### config.mk
export PLATFORM = sky130hd
export DESIGN_NAME = prt_scaler_krnl_mac
export DESIGN_NICKNAME = d
export VERILOG_FILES = /design/src/rtl/prt_scaler_pkg.sv /design/src/rtl/prt_scaler_krnl_sat.sv /design/src/rtl/prt_scaler_krnl_mac.sv
export SDC_FILE = /design/constraint.sdc
export NUM_CORES = 1
export LEC_CHECK = 0
export BUFFER_PORTS_ARGS = -buffer_cell sky130_fd_sc_hd__buf_2
export CAP_MARGIN = 20
export CORE_UTILIZATION = 25
export DETAILED_ROUTE_END_ITERATION = 16
export GPL_TIMING_DRIVEN = 0
export HOLD_SLACK_MARGIN = 0.03
export RECOVER_POWER = 50
export SYNTH_ARGS = -nofsm -noshare
export SYNTH_HDL_FRONTEND = slang
export SYNTH_SLANG_ARGS = --single-unit
### constraint.sdc
create_clock -name CLK_IN -period 6.6 [get_ports CLK_IN]
set_clock_uncertainty 0.2 [all_clocks]
set_input_delay 1.32 -clock CLK_IN [delete_from_list [all_inputs] [get_ports CLK_IN]]
set_output_delay 1.32 -clock CLK_IN [all_outputs]
set_load 0.02 [all_outputs]
### src/rtl/prt_scaler_pkg.sv
// Shared constants, widths and the framing state type for the scaler kernel MAC.
package prt_scaler_pkg;

  typedef enum logic [0:0] {
    IDLE = 1'b0,
    ACC  = 1'b1
  } krnl_state_t;

  // Product of the zero-extended unsigned pixel and the signed coefficient.
  function automatic int prod_width(input int bpc, input int coef_w);
    return bpc + coef_w + 1;
  endfunction

  // Headroom for summing up to 'taps' products without overflow.
  function automatic int acc_width(input int bpc, input int coef_w, input int taps);
    return prod_width(bpc, coef_w) + $clog2(taps);
  endfunction

  // The tap counter must hold values up to taps-1.
  function automatic int cnt_width(input int taps);
    return (taps > 2) ? $clog2(taps) : 1;
  endfunction

  // Half an LSB of the output, used for round half-up before the shift.
  function automatic longint rnd_const(input int frac);
    return 64'sd1 <<< (frac - 1);
  endfunction

endpackage

### src/rtl/prt_scaler_krnl_sat.sv
// Round half-up, drop fraction bits and clamp the accumulator to an unsigned pixel.
module prt_scaler_krnl_sat
  import prt_scaler_pkg::*;
#(
  parameter int P_BPC       = 8,
  parameter int P_COEF_FRAC = 10,
  parameter int P_ACC_W     = 25
) (
  input  logic signed [P_ACC_W-1:0] acc_in,
  output logic        [P_BPC-1:0]   dat_out
);

  // One extra bit so adding the rounding constant can never wrap.
  localparam int SUM_W = P_ACC_W + 1;
  localparam logic signed [SUM_W-1:0] RND_C = SUM_W'(rnd_const(P_COEF_FRAC));
  localparam logic signed [SUM_W-1:0] MAX_C = SUM_W'((64'sd1 <<< P_BPC) - 64'sd1);

  logic signed [SUM_W-1:0] sum_s;
  logic signed [SUM_W-1:0] sh_s;

  // Round, rescale and saturate to the output range.
  always_comb begin
    sum_s = SUM_W'(acc_in) + RND_C;
    sh_s  = sum_s >>> P_COEF_FRAC;
    if (sh_s[SUM_W-1]) begin
      dat_out = {P_BPC{1'b0}};
    end else if (sh_s > MAX_C) begin
      dat_out = {P_BPC{1'b1}};
    end else begin
      dat_out = sh_s[P_BPC-1:0];
    end
  end

endmodule

### src/rtl/prt_scaler_krnl_mac.sv
// Kernel multiply-accumulate: per-tap product, kernel accumulation, rounded/clamped output.
module prt_scaler_krnl_mac
  import prt_scaler_pkg::*;
#(
  parameter int P_BPC       = 8,
  parameter int P_COEF_W    = 12,
  parameter int P_COEF_FRAC = 10,
  parameter int P_TAPS_MAX  = 10
) (
  input  logic                       CLK_IN,
  input  logic                       RST_IN,
  input  logic                       VLD_IN,
  input  logic                       FIRST_IN,
  input  logic                       LAST_IN,
  input  logic [P_BPC-1:0]           DAT_IN,
  input  logic signed [P_COEF_W-1:0] COEF_IN,
  output logic [P_BPC-1:0]           DAT_OUT,
  output logic                       VLD_OUT,
  output logic                       ERR_OUT
);

  localparam int PROD_W = prod_width(P_BPC, P_COEF_W);
  localparam int ACC_W  = acc_width(P_BPC, P_COEF_W, P_TAPS_MAX);
  localparam int CNT_W  = cnt_width(P_TAPS_MAX);
  localparam logic [CNT_W-1:0] CNT_ONE = CNT_W'(1);
  localparam logic [CNT_W-1:0] CNT_LIM = CNT_W'(P_TAPS_MAX - 1);

  krnl_state_t state_d, state_q;
  logic [CNT_W-1:0] cnt_d, cnt_q;
  logic err_d, err_q;

  logic s1_vld_d, s1_vld_q;
  logic s1_first_d, s1_first_q;
  logic s1_last_d, s1_last_q;
  logic signed [PROD_W-1:0] prod_d, prod_q;

  logic signed [ACC_W-1:0] acc_d, acc_q;
  logic emit_d, emit_q;

  logic [P_BPC-1:0] sat_s;
  logic [P_BPC-1:0] dat_out_d, dat_out_q;
  logic vld_out_d, vld_out_q;

  // Framing FSM: decides which taps enter the pipe, which restart or close a kernel.
  always_comb begin
    state_d    = state_q;
    cnt_d      = cnt_q;
    err_d      = err_q;
    s1_vld_d   = 1'b0;
    s1_first_d = 1'b0;
    s1_last_d  = 1'b0;
    if (VLD_IN) begin
      case (state_q)
        IDLE: begin
          if (FIRST_IN) begin
            s1_vld_d   = 1'b1;
            s1_first_d = 1'b1;
            s1_last_d  = LAST_IN;
            cnt_d      = CNT_ONE;
            state_d    = LAST_IN ? IDLE : ACC;
          end else begin
            err_d = 1'b1;
          end
        end
        ACC: begin
          if (FIRST_IN) begin
            // Open kernel is abandoned; this tap starts a fresh one.
            err_d      = 1'b1;
            s1_vld_d   = 1'b1;
            s1_first_d = 1'b1;
            s1_last_d  = LAST_IN;
            cnt_d      = CNT_ONE;
            state_d    = LAST_IN ? IDLE : ACC;
          end else if (LAST_IN) begin
            s1_vld_d  = 1'b1;
            s1_last_d = 1'b1;
            state_d   = IDLE;
          end else if (cnt_q >= CNT_LIM) begin
            // Too many taps without LAST: drop the kernel, nothing is emitted.
            err_d   = 1'b1;
            state_d = IDLE;
          end else begin
            s1_vld_d = 1'b1;
            cnt_d    = cnt_q + CNT_ONE;
          end
        end
        default: begin
          state_d = IDLE;
          cnt_d   = {CNT_W{1'b0}};
        end
      endcase
    end else begin
      state_d = state_q;
    end
  end

  // Framing state, tap counter and sticky error.
  always_ff @(posedge CLK_IN) begin
    if (RST_IN) begin
      state_q <= IDLE;
      cnt_q   <= {CNT_W{1'b0}};
      err_q   <= 1'b0;
    end else begin
      state_q <= state_d;
      cnt_q   <= cnt_d;
      err_q   <= err_d;
    end
  end

  // S1 product: pixel zero-extended so the multiply stays signed.
  always_comb begin
    prod_d = PROD_W'($signed({1'b0, DAT_IN})) * PROD_W'(COEF_IN);
  end

  // S1 register: product plus the tap's framing controls.
  always_ff @(posedge CLK_IN) begin
    if (RST_IN) begin
      s1_vld_q   <= 1'b0;
      s1_first_q <= 1'b0;
      s1_last_q  <= 1'b0;
      prod_q     <= {PROD_W{1'b0}};
    end else begin
      s1_vld_q   <= s1_vld_d;
      s1_first_q <= s1_first_d;
      s1_last_q  <= s1_last_d;
      prod_q     <= prod_d;
    end
  end

  // S2 accumulate: the first tap reloads, later taps add.
  always_comb begin
    emit_d = s1_vld_q & s1_last_q;
    if (s1_vld_q) begin
      if (s1_first_q) begin
        acc_d = ACC_W'(prod_q);
      end else begin
        acc_d = acc_q + ACC_W'(prod_q);
      end
    end else begin
      acc_d = acc_q;
    end
  end

  // S2 register: accumulator and the kernel-complete flag.
  always_ff @(posedge CLK_IN) begin
    if (RST_IN) begin
      acc_q  <= {ACC_W{1'b0}};
      emit_q <= 1'b0;
    end else begin
      acc_q  <= acc_d;
      emit_q <= emit_d;
    end
  end

  prt_scaler_krnl_sat #(
    .P_BPC       (P_BPC),
    .P_COEF_FRAC (P_COEF_FRAC),
    .P_ACC_W     (ACC_W)
  ) u_sat (
    .acc_in  (acc_q),
    .dat_out (sat_s)
  );

  // S3 next values: capture a finished kernel, otherwise hold the last result.
  always_comb begin
    vld_out_d = emit_q;
    if (emit_q) begin
      dat_out_d = sat_s;
    end else begin
      dat_out_d = dat_out_q;
    end
  end

  // S3 register: output pixel and its one-cycle valid.
  always_ff @(posedge CLK_IN) begin
    if (RST_IN) begin
      dat_out_q <= {P_BPC{1'b0}};
      vld_out_q <= 1'b0;
    end else begin
      dat_out_q <= dat_out_d;
      vld_out_q <= vld_out_d;
    end
  end

  assign DAT_OUT = dat_out_q;
  assign VLD_OUT = vld_out_q;
  assign ERR_OUT = err_q;

endmodule

==> results.py <==
metrics = {
    "placed_design": {
        "dpl.hpwl_um": 15100,
        "globalplace.congestion": 0.859,
        "portBuffers": 34,
    },
    "die": {
        "initial_core_util_pct": 25.5,
        "core_um2": 29600,
        "die_area_um2": 30900,
        "die_w_um": 176,
        "die-height_um": 176,
        "boundaryPins": 35,
        "fp-row-count": 63,
    },
    "power_and_ir_drop": {
        "p_int_mw": 1.49,
        "p_clk_share_pct": 19.6,
        "vdd_drop_max_mv": 0.145,
        "seqPwrFrac_pct": 19.6,
        "cellPowerDensity_nw_per_um2": 312,
        "swShare_pct": 43.8,
        "p_comb_share_pct": 60.8,
        "p_leak_nw": 3.90,
        "p_switching_mw": 1.16,
    },
    "global_routing": {
        "antenna_found_initial": 0,
        "grt_use_total_pct": 12.7,
        "grt_overflow_total": 0,
        "grt_pass1_wl_um": 31400,
        "grt_pass1_vias": 6470,
        "grt_max_degree": 12,
    },
    "critical_path": {
        "cpPeakStageDelay_ns": 0.55,
        "crit_chain": "buf_2 > clkbuf_1 > nand2_1 > fa_1 > inv_1 > fa_1 > inv_1 > fa_1 > fa_1 > inv_1 > ha_1 > o21ai_1 > a21boi_1 > o41ai_2 > a21oi_1 > o41ai_1 > mux2_1",
        "required_ns": 6.62,
        "arrival_ns": 6.28,
        "critPathLaunchType": "input port",
        "crit_buf_inv": 5,
        "cpMaxStageDelayCell": "fa_1",
        "path_max_fanout": 10,
        "path_class": "input port to flop",
        "endpoint_kind": "flop",
        "path_delay_family": "adder cells",
        "path_common_cell": "fa_1",
    },
    "sta": {
        "worst_pin_slew_ns": 0.842,
        "finalHoldViolations": 0,
        "tns_ns": 0,
        "drv_slew": 0,
        "rsz0062_at_grt": "no",
        "fin_crit_sh_pct": 94.9,
        "setup_violations": 0,
        "relSlewSlack_pct": 43.8,
        "whs_ns": 0.276,
        "min_period_ns": 6.26,
        "fmax_mhz": 160,
    },
    "cts": {
        "cts-root-buf": "clkbuf_16",
        "htreeDepth": 3,
        "post_cts_resized": 0,
        "cts.clk_slew.worst_paths_ns": 0.05,
        "cts_tree": "built",
        "cts_made_buffers": 9,
        "clk_path_buf_depth": 2,
        "cts_setup_buffers": 0,
        "cts.sinks": 65,
        "clk_latency_ns": 0.34,
        "hold_buffers": 0,
    },
    "synth": {
        "netlist_instances": 906,
        "synth_edf_count": 0,
        "synthesis.area_um2": 7540,
        "syn_nets": 1080,
        "ys_seq_area_share_pct": 17.2,
        "ys_warn_count": 0,
        "synth-main-ff-cell": "dfxtp_1",
        "synth-seq-cells": 65,
        "synth_cell_type_count": 62,
        "synth-async-reset-ratio_pct": 0,
        "syn_area_per_cell_um2": 8.33,
    },
    "cells_and_area": {
        "syn_to_final_growth_pct": 12.8,
        "insertedDiodeCount": 0,
        "final_nets": 1125,
        "fin_util_pct": 28.7,
        "drive_gt1_share_pct": 5.23,
    },
    "status": {
        "status": "finished, final reports clean",
    },
    "routing": {
        "first_pass_iters": 7,
        "vias": 6241,
        "drtIter0Drc": 399,
        "ant_nets": 0,
        "wl_um": 18500,
        "drc": 0,
        "drt-vias-per-instance": 4.64,
        "wire_per_inst_um": 13.7,
    },
    "run": {
        "cap_viol_max_count": 0,
    },
    "hold_path": {
        "hp-class": "flop to flop",
    },
}
per-layer routing:
| layer | global-route usage [%] | vias up | wire [um] |
|---|---|---|---|
| met5 | 0 | - | 0 |
| li1 | - | 3098 | - |
| met2 | 22.8 | 112 | 9220 |
| met1 | 15.3 | 3008 | 8310 |
| met3 | 1.99 | 23 | 574 |
| met4 | 4.20 | 0 | 362 |
worst paths after layout:
path | start | endpoint | slack [ns] | cells after the start
max | DAT_IN[2] | prod_q[18] | 0.34 | 17
max reg2reg | prod_q[0] | acc_q[16] | 3.72 | 10
min | ERR_OUT | ERR_OUT | 0.28 | 2
min reg2reg | ERR_OUT | ERR_OUT | 0.28 | 2
state kept, by name, summed over array words and instances, names as in the netlist:
register and cells:
s1_vld_q 1, prod_q 21, acc_q 25, ERR_OUT 1, s1_last_q 1, state_q 1, s1_first_q 1, VLD_OUT 1
emit_q 1, cnt_q 4, DAT_OUT 8
kinds of logic (layout without fill, tap and decap cells):
kind of cell,after synthesis,in the layout,share of synthesized area (%)
adder cells (fa/ha/maj),149,149,32.6
AND/OR/NAND/NOR,287,287,18.9
flip-flops,65,65,17.2
XOR/XNOR,33,33,3.83
buffers and inverters,171,221,8.51
AO/OA/AOI/OAI,188,188,17.2
multiplexers,13,13,1.76
per-stage QoR:
stage          area (um2)  power (mW)  cells  setup WS (ns)
5_1_grt              8510        2.93   1346         0.0104
4_1_cts              8520        2.67   1346          0.353
2_1_floorplan        7540        1.80    906          0.678
6_report             8510        2.65   1346          0.339
3_3_place_gp         8200        2.11   1330         0.0127
3_5_place_dp         8200        2.14   1330         0.0394
cells in the mapped netlist, drive strengths merged (5+ instances only):
cell	instances	area, um2
a211oi	14	105
a21o	16	120
a21oi	54	270
a31oi	6	37.5
and2	53	332
and3	5	41.3
buf	6	22.5
clkbuf	20	75.1
dfxtp	65	1300
fa	79	1580
ha	70	876
inv	144	541
mux2i	11	110
nand2	81	304
nand2b	15	93.8
nand3	15	75.1
nor2	65	244
nor2b	15	93.8
nor3	15	75.1
o211ai	10	75.1
o21a	8	60.1
o21ai	34	170
o31ai	5	37.5
xnor2	15	131
xor2	18	158
final cells by class:
class / count / area [um2]
sequential: 65 / 1300
buffer: 26 / 97.6
clock buffer: 11 / 243
multi-input combinational: 670 / 5600
fill: 3246 / 21100
timing repair buffer: 34 / 156
tap: 390 / 488
inverter: 145 / 544
clock inverter: 5 / 78.8
power groups by stage:
stage | Combinational, mW | Sequential, mW | Clock, mW
floorplan | 1.30 | 0.503 | 0
global placement | 1.59 | 0.524 | 0
detailed placement | 1.61 | 0.524 | 0
CTS | 1.63 | 0.517 | 0.526
global route | 1.86 | 0.526 | 0.544
finish | 1.61 | 0.519 | 0.521
worst register-to-register path, delay by kind of cell (launching register included):
family                   cells  cell delay [ns]
AO/OA/AOI/OAI                4             1.15
XOR/XNOR                     1             0.17
adder cells (fa/ha/maj)      2             0.56
buffers and inverters        1             0.06
flip-flops                   1             0.33
multiplexers                 1             0.08
AND/OR/NAND/NOR              1             0.25
placed cells by master, fill, tap and decap left out, types with 9 or more instances in the layout:
master and instances:
inv_1 144, nand2_1 81, fa_1 79, ha_1 70
dfxtp_1 65, nor2_1 65, a21oi_1 54, and2_1 53
clkbuf_1 33, o21ai_0 30, buf_2 23, xor2_1 18
a21o_1 16, nand3_1 15, xnor2_1 15, nor3_1 15
nor2b_1 15, nand2b_1 15, a211oi_1 14, mux2i_1 11
o211ai_1 10, clkbuf_16 9
No activity file was read; power rests on OpenSTA's default activity.
